**config.mk**
```make
export PLATFORM = sky130hd
export DESIGN_NAME = iter_arith_unit_flat
export DESIGN_NICKNAME = d
export VERILOG_FILES = /design/src/rtl/iter_arith_if.sv /design/src/rtl/iter_arith_unit.sv /design/src/flat_wrapper.sv
export SDC_FILE = /design/constraint.sdc
export NUM_CORES = 1
export LEC_CHECK = 0
export BUFFER_PORTS_ARGS = -buffer_cell sky130_fd_sc_hd__buf_2
export CORE_UTILIZATION = 40
export CTS_CLUSTER_SIZE = 10
export DETAILED_ROUTE_END_ITERATION = 6
export PLACE_DENSITY = 0.53
export SLEW_MARGIN = 20
export SYNTH_ARGS = -nofsm -noshare
export SYNTH_HDL_FRONTEND = slang
export SYNTH_SLANG_ARGS = --single-unit
```
**constraint.sdc**
```tcl
create_clock -name clk -period 4.7 [get_ports clk]
set_clock_uncertainty 0.15 [all_clocks]
set_input_delay 0.235 -clock clk [delete_from_list [all_inputs] [get_ports clk]]
set_output_delay 0.235 -clock clk [all_outputs]
set_load 0.03 [all_outputs]
```
**src/rtl/iter_arith_if.sv**
```systemverilog
// -----------------------------------------------------------------------------
// iter_arith_if
// Request/response bundle between the execute-stage control and the iterative
// arithmetic unit.
//   master : drives start, op, signed_op, a, b; observes busy, done and results
//   slave  : the arithmetic unit itself
// Signals:
//   start        request, sampled only while the unit is idle
//   op           00 ADD, 01 SUB, 10 MUL, 11 DIV
//   signed_op    two's-complement MUL/DIV when 1
//   a, b         operands (A / dividend, B / divisor)
//   busy, done   handshake status (done is a one-cycle pulse)
//   hi, lo       result pair
//   carry, overflow, div_by_zero  result flags
// -----------------------------------------------------------------------------
interface iter_arith_if #(
   parameter int WIDTH = 32
);
   logic             start;
   logic [1:0]       op;
   logic             signed_op;
   logic [WIDTH-1:0] a;
   logic [WIDTH-1:0] b;
   logic             busy;
   logic             done;
   logic [WIDTH-1:0] hi;
   logic [WIDTH-1:0] lo;
   logic             carry;
   logic             overflow;
   logic             div_by_zero;

   modport master (
      output start, op, signed_op, a, b,
      input  busy, done, hi, lo, carry, overflow, div_by_zero
   );

   modport slave (
      input  start, op, signed_op, a, b,
      output busy, done, hi, lo, carry, overflow, div_by_zero
   );
endinterface

```
**src/rtl/iter_arith_unit.sv**
```systemverilog
// -----------------------------------------------------------------------------
// iter_arith_unit
// Multi-cycle arithmetic unit for the execute stage. ADD/SUB complete in one
// cycle; MUL (shift-add) and DIV (restoring) iterate once per cycle on operand
// magnitudes and apply sign correction in a final FIX state. Results are held
// in registers and written together with the done pulse.
// Ports:
//   clk    rising-edge clock
//   rst_n  asynchronous active-low reset
//   bus    iter_arith_if.slave (start/op/signed_op/a/b in; busy/done/hi/lo/
//          carry/overflow/div_by_zero out)
// -----------------------------------------------------------------------------
module iter_arith_unit #(
   parameter int WIDTH = 32,
   parameter int CNT_W = 6
) (
   input  logic         clk,
   input  logic         rst_n,
   iter_arith_if.slave  bus
);

   typedef enum logic [1:0] {
      ST_IDLE = 2'd0,
      ST_CALC = 2'd1,
      ST_FIX  = 2'd2,
      ST_DONE = 2'd3
   } state_t;

   localparam logic [1:0]       OP_ADD = 2'b00;
   localparam logic [1:0]       OP_SUB = 2'b01;
   localparam logic [1:0]       OP_MUL = 2'b10;
   localparam logic [1:0]       OP_DIV = 2'b11;
   localparam logic [WIDTH-1:0] ZERO_V = {WIDTH{1'b0}};
   localparam logic [WIDTH-1:0] ONES_V = {WIDTH{1'b1}};
   localparam logic [WIDTH-1:0] MIN_V  = {1'b1, {(WIDTH-1){1'b0}}};
   localparam logic [CNT_W-1:0] CNT_ONE = {{(CNT_W-1){1'b0}}, 1'b1};

   function automatic logic [WIDTH-1:0] neg_w(input logic [WIDTH-1:0] x);
      return ~x + {{(WIDTH-1){1'b0}}, 1'b1};
   endfunction

   function automatic logic [2*WIDTH-1:0] neg_2w(input logic [2*WIDTH-1:0] x);
      return ~x + {{(2*WIDTH-1){1'b0}}, 1'b1};
   endfunction

   function automatic logic [WIDTH-1:0] abs_w(input logic [WIDTH-1:0] x,
                                              input logic sgn);
      return (sgn && x[WIDTH-1]) ? neg_w(x) : x;
   endfunction

   state_t             state_r, state_nxt_s;
   logic [CNT_W-1:0]   cnt_r;
   logic [1:0]         op_r;
   logic [WIDTH-1:0]   acc_hi_r;    // MUL: partial product high / DIV: remainder
   logic [WIDTH-1:0]   acc_lo_r;    // MUL: multiplier+product low / DIV: dividend->quotient
   logic [WIDTH-1:0]   dsor_r;      // MUL multiplicand / DIV divisor magnitude
   logic               neg_q_r;     // negate product or quotient in FIX
   logic               neg_r_r;     // negate remainder in FIX
   logic               ovf_pend_r;  // signed MIN / -1 detected at accept
   logic [WIDTH-1:0]   hi_r, lo_r;
   logic               carry_r, ovf_r, dbz_r;
   logic               busy_s, done_s;

   logic [WIDTH:0]     add_s, sub_s;
   logic               add_ovf_s, sub_ovf_s;
   logic [WIDTH-1:0]   mag_a_s, mag_b_s;
   logic               is_min_m1_s;
   logic [WIDTH:0]     mul_sum_s;
   logic [WIDTH:0]     div_shift_s;
   logic [WIDTH-1:0]   div_diff_s;
   logic               div_ge_s;
   logic [WIDTH-1:0]   calc_hi_s, calc_lo_s;
   logic [2*WIDTH-1:0] prod_s;
   logic [WIDTH-1:0]   fix_hi_s, fix_lo_s;

   // State register
   always_ff @(posedge clk or negedge rst_n) begin
      if (!rst_n) begin
         state_r <= ST_IDLE;
      end else begin
         state_r <= state_nxt_s;
      end
   end

   // Next-state logic; start is only looked at in IDLE
   always_comb begin
      state_nxt_s = state_r;
      case (state_r)
         ST_IDLE: begin
            if (bus.start) begin
               if (bus.op == OP_MUL || (bus.op == OP_DIV && bus.b != ZERO_V)) begin
                  state_nxt_s = ST_CALC;
               end else begin
                  state_nxt_s = ST_DONE;
               end
            end else begin
               state_nxt_s = ST_IDLE;
            end
         end
         ST_CALC: begin
            if (cnt_r == CNT_ONE) begin
               state_nxt_s = ST_FIX;
            end else begin
               state_nxt_s = ST_CALC;
            end
         end
         ST_FIX:  state_nxt_s = ST_DONE;
         ST_DONE: state_nxt_s = ST_IDLE;
         default: state_nxt_s = ST_IDLE;
      endcase
   end

   // Handshake outputs decoded from the state register
   always_comb begin
      busy_s = (state_r != ST_IDLE);
      done_s = (state_r == ST_DONE);
   end

   // Single-cycle ADD/SUB results and operand preparation for MUL/DIV
   always_comb begin
      add_s       = {1'b0, bus.a} + {1'b0, bus.b};
      sub_s       = {1'b0, bus.a} - {1'b0, bus.b};
      add_ovf_s   = (bus.a[WIDTH-1] == bus.b[WIDTH-1]) && (add_s[WIDTH-1] != bus.a[WIDTH-1]);
      sub_ovf_s   = (bus.a[WIDTH-1] != bus.b[WIDTH-1]) && (sub_s[WIDTH-1] != bus.a[WIDTH-1]);
      mag_a_s     = abs_w(bus.a, bus.signed_op);
      mag_b_s     = abs_w(bus.b, bus.signed_op);
      is_min_m1_s = bus.signed_op && (bus.a == MIN_V) && (bus.b == ONES_V);
   end

   // One shift-add or restoring-divide step on the working registers
   always_comb begin
      mul_sum_s   = {1'b0, acc_hi_r} + (acc_lo_r[0] ? {1'b0, dsor_r} : {(WIDTH+1){1'b0}});
      div_shift_s = {acc_hi_r, acc_lo_r[WIDTH-1]};
      div_ge_s    = (div_shift_s >= {1'b0, dsor_r});
      // When the trial subtraction succeeds the difference is below the divisor,
      // so the low WIDTH bits are exact.
      div_diff_s  = div_shift_s[WIDTH-1:0] - dsor_r;
      if (op_r == OP_MUL) begin
         calc_hi_s = mul_sum_s[WIDTH:1];
         calc_lo_s = {mul_sum_s[0], acc_lo_r[WIDTH-1:1]};
      end else if (div_ge_s) begin
         calc_hi_s = div_diff_s;
         calc_lo_s = {acc_lo_r[WIDTH-2:0], 1'b1};
      end else begin
         calc_hi_s = div_shift_s[WIDTH-1:0];
         calc_lo_s = {acc_lo_r[WIDTH-2:0], 1'b0};
      end
   end

   // Sign correction of the magnitude result
   always_comb begin
      prod_s = {acc_hi_r, acc_lo_r};
      if (op_r == OP_MUL) begin
         if (neg_q_r) begin
            prod_s = neg_2w({acc_hi_r, acc_lo_r});
         end else begin
            prod_s = {acc_hi_r, acc_lo_r};
         end
         fix_hi_s = prod_s[2*WIDTH-1:WIDTH];
         fix_lo_s = prod_s[WIDTH-1:0];
      end else begin
         fix_lo_s = neg_q_r ? neg_w(acc_lo_r) : acc_lo_r;
         fix_hi_s = neg_r_r ? neg_w(acc_hi_r) : acc_hi_r;
      end
   end

   // Operand capture, iteration and result registers
   always_ff @(posedge clk or negedge rst_n) begin
      if (!rst_n) begin
         cnt_r      <= {CNT_W{1'b0}};
         op_r       <= 2'b00;
         acc_hi_r   <= ZERO_V;
         acc_lo_r   <= ZERO_V;
         dsor_r     <= ZERO_V;
         neg_q_r    <= 1'b0;
         neg_r_r    <= 1'b0;
         ovf_pend_r <= 1'b0;
         hi_r       <= ZERO_V;
         lo_r       <= ZERO_V;
         carry_r    <= 1'b0;
         ovf_r      <= 1'b0;
         dbz_r      <= 1'b0;
      end else begin
         case (state_r)
            ST_IDLE: begin
               if (bus.start) begin
                  op_r       <= bus.op;
                  acc_hi_r   <= ZERO_V;
                  acc_lo_r   <= mag_a_s;
                  dsor_r     <= mag_b_s;
                  neg_q_r    <= bus.signed_op && (bus.a[WIDTH-1] ^ bus.b[WIDTH-1]);
                  neg_r_r    <= bus.signed_op && bus.a[WIDTH-1];
                  ovf_pend_r <= (bus.op == OP_DIV) && is_min_m1_s;
                  cnt_r      <= CNT_W'(WIDTH);
                  case (bus.op)
                     OP_ADD: begin
                        hi_r    <= ZERO_V;
                        lo_r    <= add_s[WIDTH-1:0];
                        carry_r <= add_s[WIDTH];
                        ovf_r   <= add_ovf_s;
                        dbz_r   <= 1'b0;
                     end
                     OP_SUB: begin
                        hi_r    <= ZERO_V;
                        lo_r    <= sub_s[WIDTH-1:0];
                        carry_r <= sub_s[WIDTH];
                        ovf_r   <= sub_ovf_s;
                        dbz_r   <= 1'b0;
                     end
                     OP_DIV: begin
                        if (bus.b == ZERO_V) begin
                           hi_r    <= bus.a;
                           lo_r    <= ONES_V;
                           carry_r <= 1'b0;
                           ovf_r   <= 1'b0;
                           dbz_r   <= 1'b1;
                        end
                     end
                     default: begin
                     end
                  endcase
               end
            end
            ST_CALC: begin
               acc_hi_r <= calc_hi_s;
               acc_lo_r <= calc_lo_s;
               cnt_r    <= cnt_r - CNT_ONE;
            end
            ST_FIX: begin
               // MIN / -1 falls out of the magnitude path as lo=MIN, hi=0;
               // only the overflow flag needs adding.
               hi_r    <= fix_hi_s;
               lo_r    <= fix_lo_s;
               carry_r <= 1'b0;
               ovf_r   <= ovf_pend_r;
               dbz_r   <= 1'b0;
            end
            default: begin
            end
         endcase
      end
   end

   assign bus.busy        = busy_s;
   assign bus.done        = done_s;
   assign bus.hi          = hi_r;
   assign bus.lo          = lo_r;
   assign bus.carry       = carry_r;
   assign bus.overflow    = ovf_r;
   assign bus.div_by_zero = dbz_r;

endmodule
```
**src/flat_wrapper.sv**
```systemverilog
// flat-port wrapper written by rule: the top's interface ports become plain ports
module iter_arith_unit_flat 
#(
   parameter int WIDTH = 32,
   parameter int CNT_W = 6
)
  (clk, rst_n, bus_start, bus_op, bus_signed_op, bus_a, bus_b, bus_busy, bus_done, bus_hi, bus_lo, bus_carry, bus_overflow, bus_div_by_zero);
  iter_arith_if #(.WIDTH(WIDTH)) bus_i ();
  input  logic clk;
  input  logic rst_n;
  input wire logic [$bits(bus_i.start)-1:0] bus_start;
  input wire logic [$bits(bus_i.op)-1:0] bus_op;
  input wire logic [$bits(bus_i.signed_op)-1:0] bus_signed_op;
  input wire logic [$bits(bus_i.a)-1:0] bus_a;
  input wire logic [$bits(bus_i.b)-1:0] bus_b;
  output wire logic [$bits(bus_i.busy)-1:0] bus_busy;
  output wire logic [$bits(bus_i.done)-1:0] bus_done;
  output wire logic [$bits(bus_i.hi)-1:0] bus_hi;
  output wire logic [$bits(bus_i.lo)-1:0] bus_lo;
  output wire logic [$bits(bus_i.carry)-1:0] bus_carry;
  output wire logic [$bits(bus_i.overflow)-1:0] bus_overflow;
  output wire logic [$bits(bus_i.div_by_zero)-1:0] bus_div_by_zero;
  assign bus_i.start = bus_start;
  assign bus_i.op = bus_op;
  assign bus_i.signed_op = bus_signed_op;
  assign bus_i.a = bus_a;
  assign bus_i.b = bus_b;
  assign bus_busy = bus_i.busy;
  assign bus_done = bus_i.done;
  assign bus_hi = bus_i.hi;
  assign bus_lo = bus_i.lo;
  assign bus_carry = bus_i.carry;
  assign bus_overflow = bus_i.overflow;
  assign bus_div_by_zero = bus_i.div_by_zero;
  iter_arith_unit #(.WIDTH(WIDTH), .CNT_W(CNT_W)) u_core (.clk(clk), .rst_n(rst_n), .bus(bus_i));
endmodule
```
# Word level (Yosys, flattened, before mapping)
# Index checks and enable logic that the tools add are counted.
dict set report totals {
  regBits 176
  inputBits 70
  output_inout_bits 69
  word_cells 112
}
dict set report classes {
  n_addsub 10
  n_lt_le_gt_ge 1
  n_eq_ne 18
  mux 41
  bitwise_logic 6
  reduce_logical 22
}
# cell count
set ops {}
lappend ops {{$mux 32} 16}
lappend ops {{$pmux 32 s2} 5}
lappend ops {{$add 32x1->32 const B} 4}
lappend ops {{$not 32->32} 4}
lappend ops {{$pmux 32 s3} 1}
lappend ops {{$add 64x1->64 const B} 1}
lappend ops {{$eq 32x32->1 const B} 2}
lappend ops {{$mux 64} 1}
lappend ops {{$not 64->64} 1}
lappend ops {{$add 32x32->33} 1}
lappend ops {{$add 32x33->33} 1}
lappend ops {{$ge 33x32->1} 1}
lappend ops {{$sub 32x32->33} 1}
lappend ops {{$logic_not 32->1} 1}
lappend ops {{$reduce_bool 32->1} 1}
lappend ops {{$sub 32x32->32} 1}
lappend ops {{$pmux 6 s2} 1}
lappend ops {{$eq 2x2->1 const B} 5}
lappend ops {{$logic_and 1x1->1} 9}
lappend ops {{$pmux 1 s2} 4}
lappend ops {{$pmux 2 s4} 1}
lappend ops {{$reduce_and 4->1} 2}
lappend ops {{$eq 6x1->1 const B} 1}
lappend ops {{$mux 1} 6}
lappend ops {{17 further kinds} 27}

# Logic depth before layout (Yosys ltp)
dict set report logic_depth {
  word_depth 6
  ltp_mapped 15
  mapped_depth_nobuf 14
}

# Worst setup path before layout
# Ideal clock, no wire load.
dict set report synth_timing {
  path_type {register to register}
  start {register u_core.acc_lo_r[0]}
  end {register u_core.acc_hi_r[30]}
  setup_ns 0.126
  arrival_ns 3.356
  required_ns 4.424
  slack_ns 1.068
  path_stages_with_launch 15
  path_buffers 1
  synth_period_minus_slack_ns 3.632
  cell_sequence {dfrtp_1 inv_1 buf_1 nor2_1 ha_1 and3_1 a221oi_1 o21ai_0 a211o_1 a41oi_1 o21a_1 o21ai_0 a31oi_1 xnor2_1 a221o_1}
}
dict set report synth_between {
  elab_chain_len 4
}
# item line_no
set synth_lines {}
lappend synth_lines {{start, declared} iter_arith_unit.sv:55} ;# logic [WIDTH-1:0] acc_lo_r;
lappend synth_lines {{start signal, assigned} iter_arith_unit.sv:189} ;# acc_lo_r <= mag_a_s;
lappend synth_lines {{start signal, assigned} iter_arith_unit.sv:226} ;# acc_lo_r <= calc_lo_s;
lappend synth_lines {{$mux 32} iter_arith_unit.sv:132} ;# mul_sum_s = {1'b0, acc_hi_r} + (acc_lo_r[0] ? {1'b0, dsor_r} : {(WIDTH+1){1'b0}});
lappend synth_lines {{$add 32x33->33} iter_arith_unit.sv:132}
lappend synth_lines {{$mux 32} iter_arith_unit.sv:138} ;# if (op_r == OP_MUL) begin
lappend synth_lines {{$pmux 32 s2} iter_arith_unit.sv:184} ;# case (state_r)
lappend synth_lines {{end signal, assigned} iter_arith_unit.sv:225} ;# acc_hi_r <= calc_hi_s;
lappend synth_lines {{end, declared} iter_arith_unit.sv:54} ;# logic [WIDTH-1:0] acc_hi_r;
# Every way passes these cells.
# A chain may end at the register's enable or synchronous reset.

# Worst setup path after layout
dict set report layout_timing {
  start {register u_core.acc_hi_r[5]}
  end {register u_core.acc_hi_r[30]}
}
dict set report layout_between {
  elab_chain_len 4
  word_cells_on_any_way 6
  classes_between {2 x add/sub; 1 x order compare; 3 x mux}
}
# item line_no
set layout_lines {}
lappend layout_lines {{$sub 32x32->32 / $ge 33x32->1 (equally long branches)} {iter_arith_unit.sv:137, iter_arith_unit.sv:134}}
lappend layout_lines {{$mux 32} iter_arith_unit.sv:141} ;# end else if (div_ge_s) begin
lappend layout_lines {{$mux 32 (*)} iter_arith_unit.sv:138}
lappend layout_lines {{$pmux 32 s2 (*)} iter_arith_unit.sv:184}
# Every way passes the cells marked *; elsewhere a longest branch is shown, timed or not.

==> metrics.md <==
| Metric | Value |
|---|---|
| Status | `complete, no violations` |
| Mean Syn Cell Area | `7.68 um^2` |
| Row count | `76` |
| CP Max Fanout | `53` |
| Synth top area share | `24.7%` |
| XOR/XNOR Fraction of Synth Area | `8.65%` |
| Post-synth top flop | `dfrtp_1` |
| Complex-gate fraction of the synthesized area | `31.2%` |
| TritonRoute pass-1 iters | `6` |
| Synth Area in Adders | `9.93%` |
| WL/cell | `26.2 um` |
| Setup Viol. Count Final | `0` |
| Power Total | `0.0142 W` |
| Clock net sink count | `176` |
| Num CTS Buffers | `17` |
| Max cap viols | `0` |
| Initial antenna violation count | `2` |
| Top-count cell post-synth | `o21ai_0` |
| Multiplexer area fraction after synthesis | `1.02%` |
| # DRC | `0` |
| GR Overflow Total | `0` |
| RSZ-0062 raised after global routing | `false` |
| GRT Total Usage | `35.0%` |
| ANT nets after route | `0` |
| Postcts setup bufs | `0` |
| Port bufs | `138` |
| Min-Delay Path Depth | `3` |
| Setup crit start kind | `flip-flop` |
| Sequential-to-total area share from yosys stat | `24.7%` |
| Layout cell share with drive strength beyond 1 | `10.4%` |
| Max frequency | `0.244 GHz` |
| Placed insts | `2948` |
| GP Congestion | `0.985` |
| Effective utilization at floorplan | `40.9%` |
| Leading area contributor after synthesis | `dfrtp_1` |
| Resized cells post-CTS | `0` |
| Final WS setup | `597 ps` |
| Worst Path Arrival | `4340 ps` |
| Critical R2R Launch | `u_core.acc_hi_r[5]$_DFFE_PN0P_` |
| P&R area growth vs syn | `12.0%` |
| Hold Path End | `u_core.dsor_r[11]$_DFFE_PN0P_` |
| PD cells | `713 nW/um^2` |
| Core Area | `43600 um^2` |
| Hold path start | `bus_b[11]` |
| Synth Cell Area | `17800 um^2` |
| Die ar. | `45400 um^2` |
| CTS Hold Bufs | `24` |
| First-pass GRT wire length | `116000 um` |
| Fin. max-slew vios | `0` |
| Vias in the first global route | `17700` |
| Final Hold Vio Count | `0` |
| Leak | `8.61 nW` |
| Post-Syn Instances | `2322` |
| Worst-margin pin slew | `1080 ps` |
| H-tree depth | `4` |
| Reg2reg end | `u_core.acc_hi_r[30]$_DFFE_PN0P_` |
| Detail-routed via count per cell | `6.36` |
| Async S/R FF share, synth | `100%` |
| Non-filler instance count after layout | `3005` |
| I/O pin total | `139` |
| Number of flops mapped to enable cells by yosys | `0` |
| Post-DP HPWL | `59500 um` |
| First DRT Iteration DRCs | `2104` |
| Routed wire length | `78600 um` |
| DR vias | `19100` |
| Die X-Extent | `213 um` |
| CTS Root Cell | `clkbuf_16` |
| Final Critical Period | `4100 ps` |
| CTS max path bufs | `2` |
| CP Class | `reg2reg` |
| Rel. slew slack | `27.7%` |
| Final setup TNS | `0 ps` |
| Top post-synthesis cells by count | `o21ai_0 (246), nand2_1 (218), nor2_1 (184), dfrtp_1 (176), a21oi_1 (159)` |
| Nets | `2615` |
| Post-synthesis register bit count | `176` |
| Length in cells of the worst reg-to-reg path | `12` |
| Post-Synth Simple-Gate Area | `18.8%` |
| Synth area leaders | `dfrtp_1 (25%), ha_1 (9.5%), o21ai_0 (6.9%)` |
| Worst-skew pair later-pin latency | `500 ps` |
| Main combinational cell family by area after synthesis | `compound AO/OA/AOI/OAI gates` |
| Worst EP required | `4940 ps` |
| CTS tree | `yes` |
| Maximum vdd drop | `0.000548 V` |
| Die H | `213 um` |
| Yosys warns | `0` |
| Min Hold Slack | `11.0 ps` |
| Synthesized Nets | `2531` |
| Clock transition at the registers of the reported paths | `80 ps` |
| Fin crit share | `87.3%` |
| Min-delay worst type | `in2reg` |
| Pin count of the biggest net entering global routing | `103` |
| Pre-CTS setup slack | `642 ps` |
| Post-synthesis cell type count | `82` |
| Reg2Reg Setup Slack | `600 ps` |
| CP endpoint kind | `flip-flop` |
## sequential cells by signal, indices dropped and copies added (netlist names)
signal	cells
u_core.acc_hi_r	32
u_core.bus.div_by_zero	1
u_core.acc_lo_r	32
u_core.bus.hi	32
u_core.state_r	2
u_core.cnt_r	6
u_core.ovf_pend_r	1
u_core.bus.lo	32
u_core.bus.overflow	1
u_core.dsor_r	32
u_core.neg_q_r	1
u_core.op_r	2
u_core.bus.carry	1
u_core.neg_r_r	1
## critical path, cell delays in order, from the launching register on
cell and delay (ps):
dfrtp_1 480, ha_1 420, a211o_1 290, o211ai_1 100, a21oi_1 130, nor4_1 750, o211a_1 320, a21oi_1 210
a41oi_4 290, buf_12 270, mux2i_1 230, nor2_1 50, a221o_1 290
## worst max-delay path by stage
stage,to,cells after the start,slack [ps],from
final,u_core.acc_hi_r[30]$_DFFE_PN0P_,12,600,u_core.acc_hi_r[5]$_DFFE_PN0P_
after global routing,u_core.acc_hi_r[30]$_DFFE_PN0P_,13,370,u_core.acc_lo_r[0]$_DFFE_PN0P_
after CTS,u_core.acc_hi_r[30]$_DFFE_PN0P_,13,640,u_core.acc_lo_r[0]$_DFFE_PN0P_
after detailed placement,u_core.acc_hi_r[30]$_DFFE_PN0P_,13,640,u_core.acc_lo_r[0]$_DFFE_PN0P_
after global placement,u_core.acc_hi_r[30]$_DFFE_PN0P_,13,670,u_core.acc_lo_r[0]$_DFFE_PN0P_
after floorplan,u_core.acc_hi_r[30]$_DFFE_PN0P_,14,1070,u_core.acc_lo_r[0]$_DFFE_PN0P_
## layout by cell type, fill, tap and decap left out, types with 18 or more instances in the layout
| cell | netlist | final |
|---|---|---|
| buf_2 | 8 | 137 |
| a211oi_1 | 49 | 49 |
| nand2_1 | 218 | 217 |
| a21oi_1 | 159 | 159 |
| a31oi_1 | 58 | 58 |
| nor2b_1 | 21 | 18 |
| buf_4 | 1 | 40 |
| dfrtp_1 | 176 | 176 |
| o21bai_1 | 20 | 20 |
| xor2_1 | 79 | 79 |
| or3_1 | 30 | 30 |
| a21o_1 | 50 | 50 |
| o211ai_1 | 36 | 36 |
| xnor2_1 | 97 | 97 |
| o21ai_0 | 246 | 246 |
| nand4_1 | 23 | 23 |
| inv_1 | 121 | 121 |
| nor4_1 | 23 | 23 |
| ha_1 | 135 | 135 |
| o41ai_1 | 18 | 18 |
| a221o_1 | 27 | 27 |
| o31ai_1 | 25 | 25 |
| nor2_1 | 184 | 179 |
| nor3_1 | 41 | 41 |
| nand2b_1 | 31 | 30 |
| dlygate4sd3_1 | 0 | 24 |
| nand3_1 | 44 | 44 |
| a22oi_1 | 37 | 37 |
## cell families after synthesis
group                      count (synthesis)
adders and majority gates                139
xor gates and xnor gates                 176
and+or+nand+nor                          697
muxes                                     18
DFF                                      176
buffers and inverters                    262
AOI/OAI and AO/OA                        854
## power by group
| part | internal (W) | total, W | switching (W) |
|---|---|---|---|
| Clock | 0.000784 | 0.00153 | 0.000746 |
| Combinational | 0.00345 | 0.00941 | 0.00596 |
| Sequential | 0.00226 | 0.00328 | 0.00102 |
| Total | 0.00650 | 0.0142 | 0.00772 |
## per-layer routing
layer	vias to the layer above	GRT usage, %	wire length, um
met5	-	0	13
met3	134	6.30	7020
met1	9304	49.3	35000
li1	8744	-	-
met2	930	52.3	33600
met4	2	13.8	2970
## metrics by stage
step / area [um^2] / utilization [%]
2_1_floorplan: 17800 / -
3_3_place_gp: 19100 / 43.9
3_5_place_dp: 19100 / 43.9
4_1_cts: 20000 / 45.8
5_1_grt: 20000 / 45.8
6_report: 20000 / 45.8
## layout make-up
cell class	count	area [um^2]
fillers	4546	23600
multi-input cells	1884	12500
inverters	122	458
clock buffers	20	467
well taps	585	732
clock inverters	12	123
diodes	1	2.50
flip-flops and latches	176	4400
repair buffers	205	1300
Note: power is estimated with default switching activity, not from simulation.
